File: config.mk
export PLATFORM = sky130hd
export DESIGN_NAME = ahb_apb_wdata_splitter
export DESIGN_NICKNAME = d
export VERILOG_FILES = /design/src/rtl/bridge_pkg.sv /design/src/rtl/strb_lane_gen.sv /design/src/rtl/ahb_apb_wdata_splitter.sv
export SDC_FILE = /design/constraint.sdc
export NUM_CORES = 1
export LEC_CHECK = 0
export ABC_AREA = 1
export CORE_UTILIZATION = 35
export DETAILED_ROUTE_END_ITERATION = 6
export DONT_BUFFER_PORTS = 1
export GPL_ROUTABILITY_DRIVEN = 0
export GPL_TIMING_DRIVEN = 0
export PLACE_DENSITY = 0.46
export SETUP_SLACK_MARGIN = 0.15
export SLEW_MARGIN = 20
export SYNTH_ARGS = -nofsm -noshare
export SYNTH_HDL_FRONTEND = slang
export SYNTH_SLANG_ARGS = --single-unit
File: constraint.sdc
create_clock -name HCLK -period 3.55 [get_ports HCLK]
set_input_delay 0.8875 -clock HCLK [delete_from_list [all_inputs] [get_ports HCLK]]
set_output_delay 0.8875 -clock HCLK [all_outputs]
set_load 0.01 [all_outputs]
File: src/rtl/bridge_pkg.sv
// Shared types and helpers for the AHB->APB write-data splitter.
//   state_e     : splitter FSM states
//   HSIZE_*     : AHB HSIZE encodings
//   beat_count  : number of APB beats a transfer of a given size needs
package bridge_pkg;

  typedef enum logic [1:0] {IDLE, BEAT, RESP} state_e;

  localparam logic [2:0] HSIZE_BYTE  = 3'd0;
  localparam logic [2:0] HSIZE_HALF  = 3'd1;
  localparam logic [2:0] HSIZE_WORD  = 3'd2;
  localparam logic [2:0] HSIZE_DWORD = 3'd3;
  localparam logic [2:0] HSIZE_128   = 3'd4;
  localparam logic [2:0] HSIZE_256   = 3'd5;
  localparam logic [2:0] HSIZE_512   = 3'd6;
  localparam logic [2:0] HSIZE_1024  = 3'd7;

  // Oversized transfers get zero beats; they are answered as errors.
  function automatic int beat_count(logic [2:0] size, int aby, int pby);
    int nb;
    nb = 1 << size;
    if (nb > aby)  return 0;
    if (nb <= pby) return 1;
    return nb / pby;
  endfunction

endpackage

File: src/rtl/strb_lane_gen.sv
// Combinational byte-lane decode for one AHB transfer.
//   addr      in  low address bits (byte offset inside the widest AHB word)
//   size      in  HSIZE
//   wstrb     in  AHB byte strobes
//   mask      out active AHB byte lanes, ANDed with wstrb (0 on size error)
//   size_err  out transfer wider than the AHB bus
//   align_err out address not aligned to the transfer size
module strb_lane_gen #(
  parameter int ABY = 8
) (
  input  logic [6:0]     addr,
  input  logic [2:0]     size,
  input  logic [ABY-1:0] wstrb,
  output logic [ABY-1:0] mask,
  output logic           size_err,
  output logic           align_err
);

  logic [7:0] nb;
  int         off;

  always_comb begin
    nb        = 8'd1 << size;
    size_err  = int'(nb) > ABY;
    // nb[6:0]-1 wraps to 7'h7F for 128-byte transfers, which is the right mask
    align_err = |(addr & (nb[6:0] - 7'd1));
    off       = int'(addr) % ABY;
    mask      = '0;
    for (int i = 0; i < ABY; i++)
      mask[i] = !size_err && (i >= off) && (i < off + int'(nb)) && wstrb[i];
  end

endmodule

File: src/rtl/ahb_apb_wdata_splitter.sv
// Splits one latched AHB transfer into 1..N APB-width beats and gathers the
// read data / error status back into a single AHB-width response.
//   HCLK/HRESETn                clock, async active-low reset
//   req_*                       AHB transfer request (accepted in IDLE)
//   beat_*                      per-beat PADDR/PWDATA/PSTRB towards the APB master
//   rsp_*                       transfer completion with gathered PRDATA / error
// Build option: STRB_ZERO_SKIP_EN -- write beats with an all-zero strobe are
// skipped (one idle cycle each); all-zero writes complete with no beats.
module ahb_apb_wdata_splitter
  import bridge_pkg::*;
#(
  parameter int AHB_DW = 64,
  parameter int APB_DW = 32,
  parameter int AW     = 32
) (
  input  logic                HCLK,
  input  logic                HRESETn,
  input  logic                req_valid,
  output logic                req_ready,
  input  logic                req_write,
  input  logic [AW-1:0]       req_addr,
  input  logic [2:0]          req_size,
  input  logic [AHB_DW/8-1:0] req_wstrb,
  input  logic [AHB_DW-1:0]   req_wdata,
  output logic                beat_valid,
  input  logic                beat_ready,
  output logic [AW-1:0]       beat_addr,
  output logic [APB_DW-1:0]   beat_wdata,
  output logic [APB_DW/8-1:0] beat_strb,
  output logic                beat_last,
  input  logic [APB_DW-1:0]   beat_rdata,
  input  logic                beat_err,
  output logic                rsp_valid,
  input  logic                rsp_ready,
  output logic                rsp_err,
  output logic [AHB_DW-1:0]   rsp_rdata
);

  localparam int ABY = AHB_DW / 8;
  localparam int PBY = APB_DW / 8;
  localparam int CW  = 8;

  state_e            state;
  logic [AW-1:0]     addr_q;
  logic [2:0]        size_q;
  logic              write_q;
  logic [ABY-1:0]    mask_q;
  logic [AHB_DW-1:0] wdata_q;
  logic [CW-1:0]     k_q, nbeats_q;
  logic              beat_valid_q, rsp_valid_q, rsp_err_q;
  logic [AHB_DW-1:0] rdata_q;

  logic [ABY-1:0]    mask_in;
  logic              size_err, align_err;

  strb_lane_gen #(.ABY(ABY)) u_lane (
    .addr      (req_addr[6:0]),
    .size      (req_size),
    .wstrb     (req_wstrb),
    .mask      (mask_in),
    .size_err  (size_err),
    .align_err (align_err)
  );

  // Sub-PBY transfers stay on the request address; wide ones walk by PBY.
  function automatic logic [AW-1:0] beat_addr_f(logic [AW-1:0] a, logic [2:0] s,
                                                logic [CW-1:0] k);
    int nb;
    nb = 1 << s;
    if (nb <= PBY) return a;
    return a + AW'(k) * AW'(PBY);
  endfunction

  function automatic int unsigned lane_off_f(logic [AW-1:0] a);
    return 32'(a % AW'(ABY)) & ~32'(PBY - 1);
  endfunction

  logic [AW-1:0]  cur_addr;
  int unsigned    cur_off;
  logic           cur_last;
  logic           nxt_skip, skip0, skip_all;
`ifdef STRB_ZERO_SKIP_EN
  logic [AW-1:0]  nxt_addr;
`endif

  always_comb begin
    cur_addr = beat_addr_f(addr_q, size_q, k_q);
    cur_off  = lane_off_f(cur_addr);
`ifdef STRB_ZERO_SKIP_EN
    nxt_addr = beat_addr_f(addr_q, size_q, k_q + 1'b1);
    nxt_skip = write_q && (mask_q[lane_off_f(nxt_addr) +: PBY] == '0);
    skip0    = req_write && (mask_in[lane_off_f(req_addr) +: PBY] == '0);
    skip_all = req_write && (mask_in == '0);
    // Writes end on the last beat that still has strobes; beats sit in
    // ascending lane order, so nothing above this beat's lanes means last.
    cur_last = write_q ? ((mask_q >> (cur_off + PBY)) == '0)
                       : (k_q == nbeats_q - 1'b1);
`else
    nxt_skip = 1'b0;
    skip0    = 1'b0;
    skip_all = 1'b0;
    cur_last = (k_q == nbeats_q - 1'b1);
`endif
  end

  assign req_ready  = (state == IDLE);
  assign beat_valid = beat_valid_q;
  assign beat_addr  = cur_addr;
  assign beat_wdata = wdata_q[8*cur_off +: APB_DW];
  assign beat_strb  = write_q ? mask_q[cur_off +: PBY] : '0;
  assign beat_last  = beat_valid_q & cur_last;
  assign rsp_valid  = rsp_valid_q;
  assign rsp_err    = rsp_err_q;
  assign rsp_rdata  = rdata_q;

  always_ff @(posedge HCLK or negedge HRESETn) begin
    if (!HRESETn) begin
      state        <= IDLE;
      addr_q       <= '0;
      size_q       <= '0;
      write_q      <= 1'b0;
      mask_q       <= '0;
      wdata_q      <= '0;
      k_q          <= '0;
      nbeats_q     <= '0;
      beat_valid_q <= 1'b0;
      rsp_valid_q  <= 1'b0;
      rsp_err_q    <= 1'b0;
      rdata_q      <= '0;
    end else begin
      case (state)
        IDLE: if (req_valid) begin
          addr_q   <= req_addr;
          size_q   <= req_size;
          write_q  <= req_write;
          mask_q   <= mask_in;
          wdata_q  <= req_wdata;
          k_q      <= '0;
          nbeats_q <= CW'(beat_count(req_size, ABY, PBY));
          if (size_err || align_err) begin
            state       <= RESP;
            rsp_valid_q <= 1'b1;
            rsp_err_q   <= 1'b1;
          end else if (skip_all) begin
            state       <= RESP;
            rsp_valid_q <= 1'b1;
          end else begin
            state        <= BEAT;
            beat_valid_q <= !skip0;
          end
        end
        BEAT: begin
          if (beat_valid_q) begin
            if (beat_ready) begin
              rsp_err_q <= rsp_err_q | beat_err;
              if (!write_q) rdata_q[8*cur_off +: APB_DW] <= beat_rdata;
              if (cur_last) begin
                state        <= RESP;
                beat_valid_q <= 1'b0;
                rsp_valid_q  <= 1'b1;
              end else begin
                k_q          <= k_q + 1'b1;
                beat_valid_q <= !nxt_skip;
              end
            end
          end else begin
            // skipped beat: burn one cycle and look at the next one
            k_q          <= k_q + 1'b1;
            beat_valid_q <= !nxt_skip;
          end
        end
        RESP: if (rsp_ready) begin
          state       <= IDLE;
          rsp_valid_q <= 1'b0;
          rsp_err_q   <= 1'b0;
          rdata_q     <= '0;
        end
        default: state <= IDLE;
      endcase
    end
  end

endmodule

==> results of run 1 <==
[report_power, final]
group / internal, mW / switching, mW
clock network: 0.966 / 1.02
logic: 1.36 / 2.95
registers: 3.15 / 0.893
total: 5.48 / 4.86
[cell type report]
class                           count  area (um2)
Sequential cell                   191        4790
Multi-Input combinational cell    843        4030
Clock buffer                       17         425
Inverter                          171         642
Tap cell                          335         419
Clock inverter                     15         183
Buffer                             46         231
Fill cell                        2782       15500
Timing Repair Buffer               13        97.6
Antenna cell                        1        2.50
[through the flow]
| step | worst slack, ns | utilization [%] | area, um2 |
|---|---|---|---|
| after floorplan | 0.572 | - | 9500 |
| after global placement | -0.0145 | 37.6 | 9920 |
| after detailed placement | 0.0123 | 37.6 | 9920 |
| after CTS | 0.168 | 40.5 | 10700 |
| after global routing | 0.0975 | 41.0 | 10800 |
| final | 0.207 | 41.1 | 10800 |
[worst register-to-register path: stages (launching register included)]
cell and delay [ns]:
sky130_fd_sc_hd__dfrtp_1 0.43, sky130_fd_sc_hd__nor2_1 0.37, sky130_fd_sc_hd__inv_1 0.11, sky130_fd_sc_hd__nor2_1 0.43, sky130_fd_sc_hd__inv_2 0.23, sky130_fd_sc_hd__nor2_1 0.37, sky130_fd_sc_hd__inv_1 0.16, sky130_fd_sc_hd__nor2_1 0.11
sky130_fd_sc_hd__o21ai_0 0.10, sky130_fd_sc_hd__nand2_1 0.07
[cells by family (layout without fill, tap and decap cells)]
logic type                 count (synthesis)  in the layout
and+or+nand+nor                          673            673
buffers and inverters                    217            262
DFF                                      191            191
AOI/OAI and AO/OA                        132            132
xor gates and xnor gates                  24             24
adders and majority gates                 14             14
other                                      0              1
[what timing repair did]
action                                  in CTS  in global routing
pin swaps                                    8                  5
endpoints found under the setup margin      50                 48
endpoints found under the hold margin        0                  0
resized for setup                           27                 23
buffers inserted                             5                  8
gates cloned                                 0                  0
[placed cells by master, fill, tap and decap left out, types with 16 or more instances in the layout]
cell type,netlist,routed
sky130_fd_sc_hd__a21oi_1,17,16
sky130_fd_sc_hd__buf_2,25,23
sky130_fd_sc_hd__buf_4,5,19
sky130_fd_sc_hd__clkbuf_16,0,17
sky130_fd_sc_hd__dfrtp_1,191,185
sky130_fd_sc_hd__inv_1,167,165
sky130_fd_sc_hd__nand2_1,527,520
sky130_fd_sc_hd__nand3_1,26,25
sky130_fd_sc_hd__nand4_1,24,24
sky130_fd_sc_hd__nor2_1,78,74
sky130_fd_sc_hd__o21ai_0,40,38
sky130_fd_sc_hd__o22ai_1,66,66
[sequential cells by signal, indices dropped and copies added, names as in the netlist]
signal	count
write_q	1
nbeats_q	6
rsp_valid	1
addr_q	32
rsp_rdata	64
beat_valid	1
state	2
size_q	3
k_q	8
wdata_q	64
mask_q	8
rsp_err	1
[how the worst max path moves through the flow]
stage | slack, ns | startpoint | depth (start not counted) | end
finish | 0.21 | k_q[0] | 11 | beat_addr[24]
global route | 0.1 | addr_q[2] | 10 | beat_addr[28]
CTS | 0.17 | k_q[0] | 10 | beat_addr[14]
detailed placement | 0.01 | k_q[0] | 10 | beat_addr[16]
global placement | -0.01 | k_q[0] | 10 | beat_addr[30]
floorplan | 0.57 | k_q[0] | 10 | beat_addr[16]
[layer usage]
metal	wire length [um]	global-route usage [%]	vias up
li1	-	-	3956
met1	12800	26.6	3644
met2	12800	33.7	238
met3	1970	6.30	21
met4	411	4.99	0
met5	0	0	-
==> out/qor.yml, run 1 <==
ios: 283
clockBufferDepth: 2
power-per-cell-area_nw_per_um2: 955
synthSimpleGateAreaFrac_pct: 28.1
worst_path_max_delay_cell: "sky130_fd_sc_hd__dfrtp_2"
starting_density_of_the_core_pct: 36.0
drc: 0
critPathTopFamily: "adder cells"
crit_arrival_ns: 2.46
drt_pre_antenna_iters: 5
io_buffer_count: 0
tightestPinTransition_ns: 0.667
post_synth_xor_area_fraction_pct: 2.21
p_leak_nw: 5.72
worstRegToRegCells: 9
timing.critical_path.buf_inv: 3
worstPathRequired_ns: 2.66
number_of_pins_exceeding_their_max_slew_limit_in_the_final_report: 0
hold_viol_final: 0
first_global_vias: 8026
cp_max_fo: 4
crit-reg2reg-capture: "mask_q[6]"
place.detailed.instances: 1586
max_cap_violations: 0
antenna_violation_net_count_after_detailed_routing: 0
grt.total_usage_pct: 20.6
path_cells: "ha_4 > inv_2 > fa_2 > nand3b_1 > nand2_2 > nand2_4 > a21oi_4 > buf_4 > nand2_1 > xor2_1 > inv_1"
synthArstFlopShare_pct: 100
timing.max_slew.rel_slack_pct: 55.4
muxShareOfSynthArea_pct: 0
syn_inst: 1251
number_of_antenna_violations_at_the_first_check_in_global_routing: 0
clockRootBuffer: "sky130_fd_sc_hd__clkbuf_16"
worst-setup-path-type: "register to output port"
detail_routed_net_length_per_standard_cell_um: 17.2
clock_tree_from_tritoncts: "yes"
area_share_of_the_largest_cell_type_after_synthesis_pct: 50.3
viasPerCell: 4.82
maxClockFrequency_ghz: 0.299
post-dp-hpwl_mm: 20.2
period_share_pct: 94.2
synth.area.top_cells: "sky130_fd_sc_hd__dfrtp_1 50%, sky130_fd_sc_hd__nand2_1 21%, sky130_fd_sc_hd__inv_1 6.6%"
synth-edff-count: 0
fp.dieArea_um2: 27800
crit-reg2reg-launch: "state[1]"
clk_pin_slew_ns: 0.08
grt_start_max_net_pins: 192
synth.most_common_cell: "sky130_fd_sc_hd__nand2_1"
die_h_um: 167
clock-skew-final_ns: 0.0261
yosys.area_share.adder_pct: 1.92
setup_viol: 0
fin_tns_setup_ns: 0
drt-initial-drc-count: 419
drive_above_1_share_pct: 9.57
critPathCaptureType: "output port"
clkLatencyLatePin_ns: 0.44
run_status: "complete, no violations"
timing.final.crit_period_ns: 3.34
worst_hold_slack_ns: 0.146
synth_seq_area_share_pct: 50.3
most_used_dff_post_synth: "sky130_fd_sc_hd__dfrtp_1"
yosys.area.top_type: "sky130_fd_sc_hd__dfrtp_1"
r2r_setup_slack_ns: 1.13
fin_nets: 1443
synth_top_family_by_area: "simple AND/OR/NAND/NOR gates"
post_synthesis_cell_area_um2: 9500
synth.cells.most_frequent: "527 x sky130_fd_sc_hd__nand2_1, 191 x sky130_fd_sc_hd__dfrtp_1, 167 x sky130_fd_sc_hd__inv_1, 78 x sky130_fd_sc_hd__nor2_1, 66 x sky130_fd_sc_hd__o22ai_1"
routed_wirelength_mm: 28.0
yosysWarningCount: 0
power_mw: 10.3
vdd_ir_drop_max_uv: 308
grt_setup_unrepaired: "yes"
syn_area_per_cell_um2: 7.59
clock-sinks: 191
global_route.overflow_total: 0
number_of_hold_repair_buffers_added_at_the_cts_stage: 0
synth-compound-area-share_pct: 8.30
core_area_um2: 26400
numCtsBuffers: 17
routed-via-count: 7859
timing.critical_path.from_type: "register"
synth_cell_types: 33
htree_levels: 4
synth-seq-cells: 191
core.rowCount: 59
worst_hold_path_type: "primary input to asynchronous set/reset pin"
die-width_um: 167
synthesis.nets: 1411
first_pass_grt_wire_length_mm: 44.7
synthToLayoutAreaGrowth_pct: 13.9
final-instance-count-excl-fill: 1632
timing.critical_path.slowest_cell_delay_ns: 0.41
Note: power is estimated with default switching activity, not from simulation.
==> inputs of run 2 (changes only) <==
--- a/config.mk
+++ b/config.mk
@@ -16,4 +16,5 @@
 export SLEW_MARGIN = 20
 export SYNTH_ARGS = -nofsm -noshare
 export SYNTH_HDL_FRONTEND = slang
+export SYNTH_HIERARCHICAL = 1
 export SYNTH_SLANG_ARGS = --single-unit
==> run 2 against run 1 <==
  * Clock-buffer cell count grew 5
  * Setup slack gained 0.071 ns
  * Synthesized cell count increased by 3.7%
  * Final area is 4.4% higher
  * Register-to-register slack worse by 0.18 ns
  * Largest cell class unchanged
==> out/qor.yml, run 2 <==
synth-seq-cells: 191  # unchanged
critPathTopFamily: "simple AND/OR/NAND/NOR gates"
clockBufferDepth: 2  # unchanged
first_pass_grt_wire_length_mm: 44.3  # -0.96%
worst_path_max_delay_cell: "sky130_fd_sc_hd__dfrtp_1"
synth.cells.most_frequent: "545 x sky130_fd_sc_hd__nand2_1, 191 x sky130_fd_sc_hd__dfrtp_1, 158 x sky130_fd_sc_hd__inv_1, 74 x sky130_fd_sc_hd__nor2_1, 47 x sky130_fd_sc_hd__nand3_1"
die_h_um: 172  # +2.9%
antenna_violation_net_count_after_detailed_routing: 0  # unchanged
timing.critical_path.slowest_cell_delay_ns: 0.41  # about the same
critPathCaptureType: "output port"
fin_tns_setup_ns: 0  # unchanged
clkLatencyLatePin_ns: 0.44  # about the same
timing.critical_path.from_type: "register"
grt_start_max_net_pins: 192  # unchanged
r2r_setup_slack_ns: 0.95  # -0.18 ns
htree_levels: 4  # unchanged
power_report.internal_total_mw: 5.65  # +3.1%
crit-reg2reg-capture: "addr_q[30]"
util_after_layout_pct: 40.3  # -0.74 points
synth_seq_area_share_pct: 47.5  # -2.8 points
layout.cells.most_common: "sky130_fd_sc_hd__nand2_1"
ios: 283  # unchanged
top_library_cells_by_usage_in_the_layout_fill_and_taps_aside: "540 x sky130_fd_sc_hd__nand2_1, 188 x sky130_fd_sc_hd__dfrtp_1, 158 x sky130_fd_sc_hd__inv_1, 70 x sky130_fd_sc_hd__nor2_1, 45 x sky130_fd_sc_hd__nand3_1"
worstRegToRegCells: 6  # -3
routed-via-count: 8161  # +3.8%
die-width_um: 172  # +2.9%
power.share.combinational_pct: 43.4  # +1.7 points
drive_above_1_share_pct: 12.7  # +3.1 points
clock-sinks: 191  # unchanged
crit_start: "addr_q[2]"
syn_area_per_cell_um2: 7.76  # +2.2%
yosysWarningCount: 6  # +6
fp.dieArea_um2: 29400  # +5.8%
starting_density_of_the_core_pct: 35.9  # -0.13 points
drc: 0  # unchanged
drt_pre_antenna_iters: 5  # unchanged
routed_wirelength_mm: 28.5  # +1.7%
post-dp-hpwl_mm: 21.1  # +4.8%
area_share_of_the_largest_cell_type_after_synthesis_pct: 47.5  # -2.8 points
antenna_cells: 0  # -1
grt.total_usage_pct: 19.6  # -1.0 points
synth_cell_types: 43  # +30%
tightestPinTransition_ns: 0.665  # -0.00256 ns
clock_power_share_pct: 18.0  # -1.2 points
first_global_vias: 8088  # +0.77%
detail_routed_net_length_per_standard_cell_um: 16.7  # -2.8%
number_of_pins_exceeding_their_max_slew_limit_in_the_final_report: 0  # unchanged
number_of_hold_repair_buffers_added_at_the_cts_stage: 0  # unchanged
maxClockFrequency_ghz: 0.306  # +2.2%
core.rowCount: 61  # +3.4%
synthToLayoutAreaGrowth_pct: 12.3
number_of_antenna_violations_at_the_first_check_in_global_routing: 0  # unchanged
cp_num_cells: 10  # -1
synthArstFlopShare_pct: 100  # unchanged
critPathMostFrequentCell: "sky130_fd_sc_hd__nand2_2"
hold_viol_final: 0  # unchanged
crit-reg2reg-launch: "state[1]"
run_status: "complete, no violations"
synth.most_common_cell: "sky130_fd_sc_hd__nand2_1"
p_seq_share_pct: 38.6  # -0.6 points
fin_nets: 1481  # +2.6%
timing.critical_path.buf_inv: 0  # -3
yosys.area.top_type: "sky130_fd_sc_hd__dfrtp_1"
synthesis.nets: 1460  # +3.5%
path_cells: "ha_2 > fa_1 > nand3_1 > nand2_2 > nand2_1 > nand2_2 > nand2_2 > nor2_2 > nand3_1 > xor2_2"
clockRootBuffer: "sky130_fd_sc_hd__clkbuf_16"
cp_max_fo: 3  # -1
numCtsBuffers: 17  # unchanged
synth.area.top_cells: "sky130_fd_sc_hd__dfrtp_1 48%, sky130_fd_sc_hd__nand2_1 20%, sky130_fd_sc_hd__inv_1 5.9%"
critPathCapture: "beat_addr[30]"
global_route.overflow_total: 0  # unchanged
most_used_dff_post_synth: "sky130_fd_sc_hd__dfrtp_1"
grt_setup_unrepaired: "yes"
clk_pin_slew_ns: 0.08  # about the same
power.net_switching_mw: 4.76  # -1.9%
timing.final.crit_period_ns: 3.27  # -0.0711 ns
p_leak_nw: 5.90  # +3.1%
place.detailed.instances: 1675  # +5.6%
synth-edff-count: 0  # unchanged
timing.max_slew.rel_slack_pct: 55.4  # about the same
clock-skew-final_ns: 0.0157  # -0.0104 ns
io_buffer_count: 0  # unchanged
max_cap_violations: 0  # unchanged
worstPathRequired_ns: 2.66  # about the same
viasPerCell: 4.78  # -0.84%
crit_arrival_ns: 2.38  # -0.08 ns
setup_viol: 0  # unchanged
core_area_um2: 28000  # +6.3%
syn_inst: 1297  # +3.7%
vdd_ir_drop_max_uv: 394  # +28%
final-instance-count-excl-fill: 1709  # +4.7%
power-per-cell-area_nw_per_um2: 922  # -3.5%
post_synthesis_cell_area_um2: 10100  # +5.9%
drt-initial-drc-count: 533  # +27%
worst_hold_path_type: "primary input to asynchronous set/reset pin"
period_share_pct: 92.2  # -2.0 points
worst_hold_slack_ns: 0.135  # -0.0104 ns
power.switching_fraction_pct: 45.7  # -1.2 points
clock_tree_from_tritoncts: "yes"
worst-setup-path-type: "register to output port"
## run 2: cell types whose count changed in the layout (fill, tap and decap cells not counted), sizes merged, moves of 4 or more
cell / previous run / this run
nand4: 25 / 20
nand3: 26 / 50
buf: 42 / 38
o21ai: 42 / 27
xnor2: 6 / 12
inv: 179 / 170
nand2: 527 / 552
a21oi: 18 / 14
## run 2: power by group through the flow
stage / clock (mW) / combinational [mW] / sequential, mW
3_5_place_dp: 0 / 4.50 / 4.05
2_1_floorplan: 0 / 3.43 / 3.81
3_3_place_gp: 0 / 4.44 / 4.03
5_1_grt: 2.00 / 5.14 / 4.16
6_report: 1.87 / 4.52 / 4.02
4_1_cts: 1.94 / 4.55 / 4.02
## run 2: layer usage
metal  vias up  global-route usage [%]  routed length [um]
met5         -                       0                   0
met4         0                    4.54                 300
met3        18                    7.18                2650
met2       237                    30.6               12800
met1      3828                    25.6               12700
li1       4078                       -                   -
## run 2: kinds of logic (layout without fill, tap and decap cells)
logic type               after synthesis  count (layout)  synth area share, %
AO/OA/AOI/OAI                        115             115                 8.84
XOR/XNOR                              31              31                 2.70
adder cells (fa/ha/maj)               17              17                 2.26
buffers and inverters                219             253                 9.24
flip-flops                           191             191                 47.5
AND/OR/NAND/NOR                      724             724                 29.4
## run 2: cell type report
type / count / area, um2
fill: 2990 / 16700
sequential: 191 / 4780
buffer: 51 / 317
clock inverter: 10 / 80.1
multi-input combinational: 887 / 4510
clock buffer: 22 / 484
timing repair buffer: 2 / 15.0
inverter: 168 / 633
tap: 378 / 473
## run 2: stage by stage
step	cell area (um2)	total power, mW	worst slack (ns)
global placement	10500	8.47	0.110
detailed placement	10500	8.55	0.161
floorplan	10100	7.25	0.821
finish	11300	10.4	0.278
global route	11300	11.3	0.116
CTS	11200	10.5	0.150
## run 2: repair_timing
action,in CTS,in global routing
pin swaps,2,3
cloned,0,0
gates resized for setup,21,20
setup buffers,0,2
setup endpoints to repair,42,46
## run 2: worst min-delay path by stage
| stage | slack, ns | end | depth (start not counted) |
|---|---|---|---|
| after floorplan | 0.44 | mask_q[0] | 2 |
| after global placement | 0.45 | mask_q[2] | 2 |
| after detailed placement | 0.45 | mask_q[2] | 2 |
| after CTS | 0.10 | addr_q[11] | 0 |
| after global routing | 0.11 | addr_q[11] | 0 |
| final | 0.14 | addr_q[11] | 0 |
